$ cat src/rtl/ara_pkg.sv
// rtl/ara_pkg.sv - shared Ara types for the sequencer->PE request bus
//
// Purpose: vector-instruction id, VFU encoding, request/response structs and
// the per-PE VFU acceptance mask used by the PE instruction queues.
// Ports: none (package).

package ara_pkg;

  localparam int unsigned NrVInsn = 8;

  typedef logic [$clog2(NrVInsn)-1:0] vid_t;

  typedef enum logic [2:0] {
    VFU_None      = 3'd0,
    VFU_Alu       = 3'd1,
    VFU_MFpu      = 3'd2,
    VFU_SlideUnit = 3'd3,
    VFU_MaskUnit  = 3'd4,
    VFU_LoadUnit  = 3'd5,
    VFU_StoreUnit = 3'd6
  } vfu_e;

  // One bit per encodable vfu_e value, so any vfu field indexes the mask safely.
  localparam int unsigned NrVfuCodes = 8;
  typedef logic [NrVfuCodes-1:0] vfu_mask_t;

  localparam int unsigned DefaultQueueDepth = 4;

  typedef struct packed {
    vid_t               id;
    vfu_e               vfu;
    logic [5:0]         op;
    logic [15:0]        vl;
    logic [NrVInsn-1:0] hazard_vs1;
    logic [NrVInsn-1:0] hazard_vs2;
    logic [NrVInsn-1:0] hazard_vd;
    logic [NrVInsn-1:0] hazard_vm;
    logic [NrVInsn-1:0] vinsn_running;
  } pe_req_t;

  typedef struct packed {
    logic [NrVInsn-1:0] vinsn_done;
  } pe_resp_t;

  // A hazard on an instruction that is no longer running can never come back.
  function automatic pe_req_t mask_hazards(pe_req_t req, logic [NrVInsn-1:0] running);
    pe_req_t r;
    r            = req;
    r.hazard_vs1 = req.hazard_vs1 & running;
    r.hazard_vs2 = req.hazard_vs2 & running;
    r.hazard_vd  = req.hazard_vd  & running;
    r.hazard_vm  = req.hazard_vm  & running;
    return r;
  endfunction

endpackage

$ cat src/rtl/ara_pe_insn_queue.sv
// rtl/ara_pe_insn_queue.sv - per-PE in-order vector instruction queue with hazard gating
//
// Purpose: accepts broadcast requests addressed to this PE's VFUs, buffers them
// in order, masks their hazards every cycle with the running vector, issues the
// head once hazard-free and returns registered one-hot completion pulses.
// Ports:
//   clk_i, rst_ni            clock, asynchronous active-low reset
//   pe_req_i/_valid_i        broadcast request (vinsn_running valid every cycle)
//   pe_req_ready_o           this PE ready (combinational from pe_req_i and state)
//   pe_resp_o                vinsn_done completion pulses
//   exec_req_o/_valid_o      head instruction to the execution unit
//   exec_ready_i             execution unit takes the head
//   exec_done_i              ids finished by the unit this cycle

module ara_pe_insn_queue import ara_pkg::*; #(
  parameter int unsigned QueueDepth = DefaultQueueDepth,
  parameter vfu_mask_t   VfuMask    = '0
) (
  input  logic               clk_i,
  input  logic               rst_ni,
  input  pe_req_t            pe_req_i,
  input  logic               pe_req_valid_i,
  output logic               pe_req_ready_o,
  output pe_resp_t           pe_resp_o,
  output pe_req_t            exec_req_o,
  output logic               exec_valid_o,
  input  logic               exec_ready_i,
  input  logic [NrVInsn-1:0] exec_done_i
);

  localparam int unsigned PtrW = (QueueDepth > 1) ? $clog2(QueueDepth) : 1;
  localparam int unsigned CntW = $clog2(QueueDepth + 1);

  typedef logic [PtrW-1:0] ptr_t;
  typedef logic [CntW-1:0] cnt_t;

  pe_req_t            entries_q [QueueDepth];
  logic [QueueDepth-1:0] slot_valid_q;
  ptr_t               wr_ptr_q, rd_ptr_q;
  cnt_t               count_q;
  logic [NrVInsn-1:0] pending_q;
  logic               acked_valid_q;
  vid_t               acked_id_q;
  pe_resp_t           resp_q;

  logic               full, empty, targeted, dup, enq, pop, head_blocked;
  pe_req_t            head;
  logic [NrVInsn-1:0] done_eff, pop_onehot, queued_ids;

  function automatic ptr_t ptr_inc(ptr_t p);
    return (p == ptr_t'(QueueDepth - 1)) ? '0 : p + ptr_t'(1);
  endfunction

  assign full     = (count_q == cnt_t'(QueueDepth));
  assign empty    = (count_q == '0);
  assign targeted = VfuMask[pe_req_i.vfu];

  // Readiness deliberately ignores a same-cycle pop: no exec_ready_i -> pe_req_ready_o path.
  assign pe_req_ready_o = !full || !targeted;

  // The sequencer keeps a request up until every PE is ready; only the first cycle counts.
  assign dup = acked_valid_q && (pe_req_i.id == acked_id_q);
  assign enq = pe_req_valid_i && targeted && !full && !dup;

  assign head         = entries_q[rd_ptr_q];
  assign head_blocked = |{head.hazard_vs1, head.hazard_vs2, head.hazard_vd, head.hazard_vm};
  assign exec_valid_o = !empty && !head_blocked;
  assign exec_req_o   = empty ? '0 : head;
  assign pop          = exec_valid_o && exec_ready_i;

  // Done for an id that was never handed out is dropped here.
  assign done_eff   = exec_done_i & pending_q;
  assign pop_onehot = pop ? ({{(NrVInsn-1){1'b0}}, 1'b1} << head.id) : '0;

  assign pe_resp_o = resp_q;

  always_comb begin
    queued_ids = '0;
    for (int unsigned i = 0; i < QueueDepth; i++) begin
      if (slot_valid_q[i]) queued_ids[entries_q[i].id] = 1'b1;
    end
  end

  always_ff @(posedge clk_i or negedge rst_ni) begin
    if (!rst_ni) begin
      for (int unsigned i = 0; i < QueueDepth; i++) entries_q[i] <= '0;
      slot_valid_q  <= '0;
      wr_ptr_q      <= '0;
      rd_ptr_q      <= '0;
      count_q       <= '0;
      pending_q     <= '0;
      acked_valid_q <= 1'b0;
      acked_id_q    <= '0;
      resp_q        <= '0;
    end else begin
      // Entries are rewritten in place, which is why storage is not a generic FIFO.
      for (int unsigned i = 0; i < QueueDepth; i++) begin
        entries_q[i] <= mask_hazards(entries_q[i], pe_req_i.vinsn_running);
      end

      // Write slot is free whenever enq is set, so this overrides the masking above.
      if (enq) begin
        entries_q[wr_ptr_q]    <= mask_hazards(pe_req_i, pe_req_i.vinsn_running);
        slot_valid_q[wr_ptr_q] <= 1'b1;
        wr_ptr_q               <= ptr_inc(wr_ptr_q);
      end

      if (pop) begin
        slot_valid_q[rd_ptr_q] <= 1'b0;
        rd_ptr_q               <= ptr_inc(rd_ptr_q);
      end

      if (enq && !pop)      count_q <= count_q + cnt_t'(1);
      else if (!enq && pop) count_q <= count_q - cnt_t'(1);

      pending_q         <= (pending_q & ~done_eff) | pop_onehot;
      resp_q.vinsn_done <= done_eff;

      if (!pe_req_valid_i) begin
        acked_valid_q <= 1'b0;
      end else if (enq) begin
        acked_valid_q <= 1'b1;
        acked_id_q    <= pe_req_i.id;
      end else if (acked_valid_q && done_eff[acked_id_q]) begin
        acked_valid_q <= 1'b0;
      end
    end
  end

  enq_not_full: assert property (@(posedge clk_i) disable iff (!rst_ni) enq |-> !full);

  // An id being completed in the same cycle may legally be re-enqueued.
  enq_id_free: assert property (@(posedge clk_i) disable iff (!rst_ni)
    enq |-> (!queued_ids[pe_req_i.id] && !(pending_q[pe_req_i.id] && !exec_done_i[pe_req_i.id])));

  ready_without_valid: assert property (@(posedge clk_i) disable iff (!rst_ni)
    !exec_valid_o |-> !pop);

  pop_done_same_id: assert property (@(posedge clk_i) disable iff (!rst_ni)
    pop |-> !exec_done_i[head.id]);

endmodule

$ cat config.mk
export PLATFORM = sky130hd
export DESIGN_NAME = ara_pe_insn_queue
export DESIGN_NICKNAME = d
export VERILOG_FILES = /design/src/rtl/ara_pkg.sv /design/src/rtl/ara_pe_insn_queue.sv
export SDC_FILE = /design/constraint.sdc
export NUM_CORES = 1
export LEC_CHECK = 0
export CAP_MARGIN = 15
export CORE_UTILIZATION = 40
export CTS_BUF_LIST = sky130_fd_sc_hd__clkbuf_4 sky130_fd_sc_hd__clkbuf_8
export DETAILED_ROUTE_END_ITERATION = 12
export HOLD_SLACK_MARGIN = 0.08
export PLACE_DENSITY = 0.71
export SLEW_MARGIN = 20
export SYNTH_ARGS = -nofsm -noshare
export SYNTH_HDL_FRONTEND = slang
export SYNTH_SLANG_ARGS = --single-unit
$ cat constraint.sdc
create_clock -name clk_i -period 4.5 [get_ports clk_i]
set_clock_uncertainty 0.1 [all_clocks]
set_input_delay 0.9 -clock clk_i [delete_from_list [all_inputs] [get_ports clk_i]]
set_output_delay 0.9 -clock clk_i [all_outputs]
set_load 0.1 [all_outputs]
# Yosys cells after proc, flatten, opt, wreduce, memory -nomap -nowiden
# Memory sizes are Yosys's and may differ from the RTL's.
# Index checks and enable logic that the tools add are counted.
[word_totals] reg_bits=299 romBits=8 inputBits=80 out_inout_bits=78 word_cells=126 memories=1
[mem_list] name="(name not given)" words=8 width=1 rd=1 rd_ports_with_merged_regs=0 wr=0 line="ara_pe_insn_queue.sv:56" text="assign targeted = VfuMask[pe_req_i.vfu];"
[classes] addsub=4 order_cmp=5 eq_ne=5 shifts=1 mux=19 bitwise_logic=26 n_reduce_logical=22
[op_table] cell="$bwmux W272" count=1
[op_table] cell="$mux W68" count=4
[op_table] cell="$mux W244" count=1
[op_table] cell="$and A8 B8 Y8" count=22
[op_table] cell="$bmux W68 S2" count=1
[op_table] cell="$demux W68 S2" count=1
[op_table] cell="$reduce_or A32 Y1" count=1
[op_table] cell="$logic_and A1 B1 Y1" count=10
[op_table] cell="$lt A3 B4 Y1 const B" count=2
[op_table] cell="$mux W8" count=1
[op_table] cell="$not A8 Y8" count=1
[op_table] cell="$or A8 B8 Y8" count=1
[op_table] cell="$shl A1 B3 Y8 const A" count=1
[op_table] cell="$logic_not A1 Y1" count=7
[op_table] cell="$ge A3 B3 Y1 const B" count=2
[op_table] cell="$mux W3" count=2
[op_table] cell="$not A2 Y3" count=2
[op_table] cell="$mux W1" count=5
[op_table] cell="$add A2 B1 Y2 const B" count=2
[op_table] cell="$eq A2 B2 Y1 const B" count=2
[op_table] cell="$mux W2" count=2
[op_table] cell="$add A3 B1 Y3 const B" count=1
[op_table] cell="$bmux W1 S3" count=1
[op_table] cell="$eq A3 B3 Y1" count=1
[op_table] cell="8 further kinds" count=8

# Logic depth before layout (Yosys ltp)
[depth] ltp_word=11 ltp_mapped=7 mapped_depth_nobuf=7

# Worst setup path after synthesis
# No wires, ideal clock.
[synth_timing] kind="register -> output" start="register rd_ptr_q[1]" end="output exec_valid_o" arrival_ns=3.786 t_required_ns=3.500 slack_ns=-0.286 stages_incl_launch_ff=7 path_buffers=2 cell_sequence="dfrtp_1 clkbuf_1 clkbuf_1 mux4_2 nor4_1 nand3_1 nor3_1"
[synth_via] elab_chain_len=7
[synth_rtl] item="from (decl)" line="ara_pe_insn_queue.sv:39" text="ptr_t wr_ptr_q, rd_ptr_q;"
[synth_rtl] item="from (signal assigned)" line="ara_pe_insn_queue.sv:110" text="rd_ptr_q <= ptr_inc(rd_ptr_q);"
[synth_rtl] item="$not A2 Y3 (not written as such)" line="ara_pe_insn_queue.sv:65" text="assign head = entries_q[rd_ptr_q];"
[synth_rtl] item="$bmux W68 S2" line="ara_pe_insn_queue.sv:65"
[synth_rtl] item="$mux W68 (not written as such) (2 in series)" line="ara_pe_insn_queue.sv:65"
[synth_rtl] item="$reduce_or A32 Y1" line="ara_pe_insn_queue.sv:66" text="assign head_blocked = |{head.hazard_vs1, head.hazard_vs2, head.hazard_vd, head.hazard_vm};"
[synth_rtl] item="$logic_not A1 Y1" line="ara_pe_insn_queue.sv:67" text="assign exec_valid_o = !empty && !head_blocked;"
[synth_rtl] item="$logic_and A1 B1 Y1" line="ara_pe_insn_queue.sv:67"
[synth_rtl] item="to (decl)" line="ara_pe_insn_queue.sv:26" text="output logic exec_valid_o,"
# No other way between the ends. The select of a mux whose other input is x is not followed.

# Worst setup path in the final report
# Same ends and word-level chain as after synthesis.

==> impl_metrics.json <==
{
  "outcome": "completed",
  "drt-total-wl_um": 10600,
  "drc": 0,
  "multi_input_area_um2": 2170,
  "grt_max_degree": 98,
  "syn2layout_area_growth_pct": 16.7,
  "cts_buffers": 17,
  "drt-initial-drc-count": 155,
  "endpoint_kind": "primary output",
  "worst_pin_slew_ps": 977,
  "cts.htree.levels": 4,
  "stdcell_area_um2": 7200,
  "fin_crit_sh_pct": 94.3,
  "crit_chain": "buf_4 > mux4_2 > nor4_1 > nand4_1 > nor3_2 > buf_12",
  "crit_type": "reg -> out",
  "die_height_um": 126,
  "ys_types": 24,
  "io_pins": 158,
  "clock_latency_ps": 440,
  "fillers": 1306,
  "hold_viol": 0,
  "place_congestion": 0.722,
  "ys_ff_latch": 149,
  "num_rows": 45,
  "setup_viol": 0,
  "start_util_pct": 40.7,
  "port_buffers": 59,
  "p_leak_nw": 3.62,
  "wl_per_cell_um": 14.9,
  "r2r-start": "rd_ptr_q[1]$_DFFE_PN0P_",
  "path_clk_slew_ps": 70,
  "power_frac_clock_pct": 35.0,
  "power.density_nw_per_um2": 442,
  "switchingPower_w": 0.000932,
  "clock_sinks": 149,
  "critPathMaxFanout": 17,
  "drtAntennaViolNets": 0,
  "grt_pass1_vias": 3463,
  "internal_power_w": 0.00225,
  "crit_arrival_ps": 3250,
  "final_common_cell": "dfrtp_1",
  "seq_area_um2": 3730,
  "min_from": "pending_q[0]$_DFF_PN0_",
  "synth_cells": 443,
  "syn_area_per_cell_um2": 13.9,
  "cts_root_buf": "clkbuf_8",
  "crit_path_top_delay_cell": "dfrtp_1",
  "final_nets": 595,
  "startpoint_type": "flop",
  "viasPerCell": 4.66,
  "vias": 3310,
  "p_comb_share_pct": 19.3,
  "dieArea_um2": 15900,
  "slew_violations": 0,
  "core_um2": 15100,
  "grt_pass1_wl_um": 17900,
  "antenna_found_initial": 0,
  "ys_seq_area_share_pct": 60.5,
  "worstHoldPathType": "reg -> reg",
  "post-place-ws_ps": 597,
  "drive_gt1_share_pct": 21.8,
  "final.min_clock_period_ps": 4250,
  "dr.pass1.iters": 4,
  "rsz0062_at_grt": "false",
  "ir_drop_v": 0.000271,
  "post-dp-hpwl_um": 7380,
  "worst_ep_required_time_ps": 3500,
  "slew_headroom_pct": 34.7,
  "die_x_um": 126,
  "place_area_um2": 6770,
  "grt_overflow_total": 0,
  "yosys_warnings": 0,
  "crit_path_start": "rd_ptr_q[1]$_DFFE_PN0P_",
  "grt_usage_pct": 14.9,
  "worst_slack_ps": 254,
  "fin_tns_setup_ps": 0,
  "max_freq_mhz": 236,
  "syn-cell-area_um2": 6170,
  "clock_path_buffers": 2,
  "maxCapViolCount": 0,
  "layout_common_cells": "148 x dfrtp_1, 136 x and2_1, 44 x buf_4",
  "ctsHoldBuffers": 0,
  "diodes": 0,
  "p_sw_share_pct": 29.3,
  "cts_tree": "done",
  "post_cts_buffers": 0,
  "seq_power_share_pct": 45.7,
  "cp_slowest_stage_delay_ps": 900
}
timing repair:
| item | CTS | global route |
|---|---|---|
| setup endpoints to repair | 0 | 1 |
| hold endpoints to repair | 0 | 0 |
| resized for setup | 0 | 1 |
area by class of cell:
| type | instances | share of cell area (%) |
|---|---|---|
| Inverter | 5 | 0.261 |
| Clock inverter | 9 | 2.10 |
| Multi-Input combinational cell | 268 | 30.2 |
| Tap cell | 188 | 3.27 |
| Clock buffer | 20 | 3.82 |
| Sequential cell | 149 | 51.9 |
| Timing Repair Buffer | 71 | 8.50 |
critical path: cells and delay by family, from the launching register on:
| family | cells | cell delay, ps |
|---|---|---|
| flops | 1 | 900 |
| mux | 1 | 300 |
| buf+inv | 2 | 480 |
| simple gates | 3 | 1130 |
power by group through the flow:
stage	clock, W	combinational [W]	sequential (W)
floorplan	0	0.000560	0.00141
global placement	0	0.000616	0.00148
detailed placement	0	0.000628	0.00148
CTS	0.00114	0.000630	0.00146
global route	0.00120	0.000664	0.00147
finish	0.00111	0.000615	0.00145
path summary, 6_finish.rpt:
path                                            endpoint  slack [ps]  cells past startpoint
worst max-delay path                        exec_valid_o         250                      6
worst min register to register    pending_q[0]$_DFF_PN0_         380                      1
worst max register to register   rd_ptr_q[0]$_DFFE_PN0P_        1080                      6
min in group asynchronous       entries_q[163]$_DFF_PN0_         420                      1
max in group asynchronous        entries_q[36]$_DFF_PN0_        2980                      2
worst min-delay path              pending_q[0]$_DFF_PN0_         380                      1
through the flow:
| stage | util, % | hold slack (ps) | cells | power, W |
|---|---|---|---|---|
| global route | 47.5 | 401 | 710 | 0.00333 |
| finish | 47.5 | 382 | 710 | 0.00318 |
| CTS | 47.5 | 386 | 710 | 0.00322 |
| floorplan | - | 345 | 478 | 0.00197 |
| global placement | 44.7 | 359 | 681 | 0.00210 |
| detailed placement | 44.7 | 358 | 681 | 0.00211 |
routing by layer:
metal | track usage [%] | routed length (um) | share of wire (%)
met3 | 4.08 | 387 | 3.7
met5 | 0 | 0 | 0
met4 | 6.95 | 222 | 2.1
met1 | 19.9 | 4970 | 47
met2 | 22.7 | 5020 | 47
sequential cells by signal, summed over array words and instances, names as in the netlist:
name       cells
count_q        3
entries_q    128
pe_resp_o      8
pending_q      8
rd_ptr_q       2
Yosys cell counts:
| cell type | instances | area, um^2 |
|---|---|---|
| nor4_2 | 2 | 25.0 |
| mux4_2 | 32 | 721 |
| and2_1 | 136 | 851 |
| buf_2 | 1 | 5.00 |
| dfrtp_1 | 149 | 3730 |
| conb_1 | 2 | 7.51 |
| nor3_1 | 2 | 10.0 |
| xnor2_1 | 1 | 8.76 |
| mux2_4 | 2 | 30.0 |
| mux2i_1 | 2 | 20.0 |
| nand4_1 | 1 | 6.26 |
| buf_6 | 2 | 22.5 |
| nor2_1 | 2 | 7.51 |
| nand2_1 | 1 | 3.75 |
| nor4_4 | 1 | 21.3 |
| ha_1 | 3 | 37.5 |
| nor4_1 | 5 | 31.3 |
| clkbuf_1 | 15 | 56.3 |
| buf_12 | 1 | 20.0 |
| nand3_1 | 1 | 5.00 |
| a21o_1 | 1 | 7.51 |
| inv_1 | 5 | 18.8 |
| buf_4 | 37 | 278 |
| nor2b_1 | 39 | 244 |
cells by family (layout without fill, tap and decap cells):
kind of cell    count (synthesis)  count (layout)  synth area share (%)
compound gates                  1               1                 0.122
xor+xnor                        1               1                 0.142
fa+ha+maj                       3               3                 0.609
buf+inv                        61             105                  6.49
flops                         149             149                  60.5
mux                            36              36                  12.5
other cells                     2              37                 0.122
simple gates                  190             190                  19.5
Power figures use the tool's default switching activity.
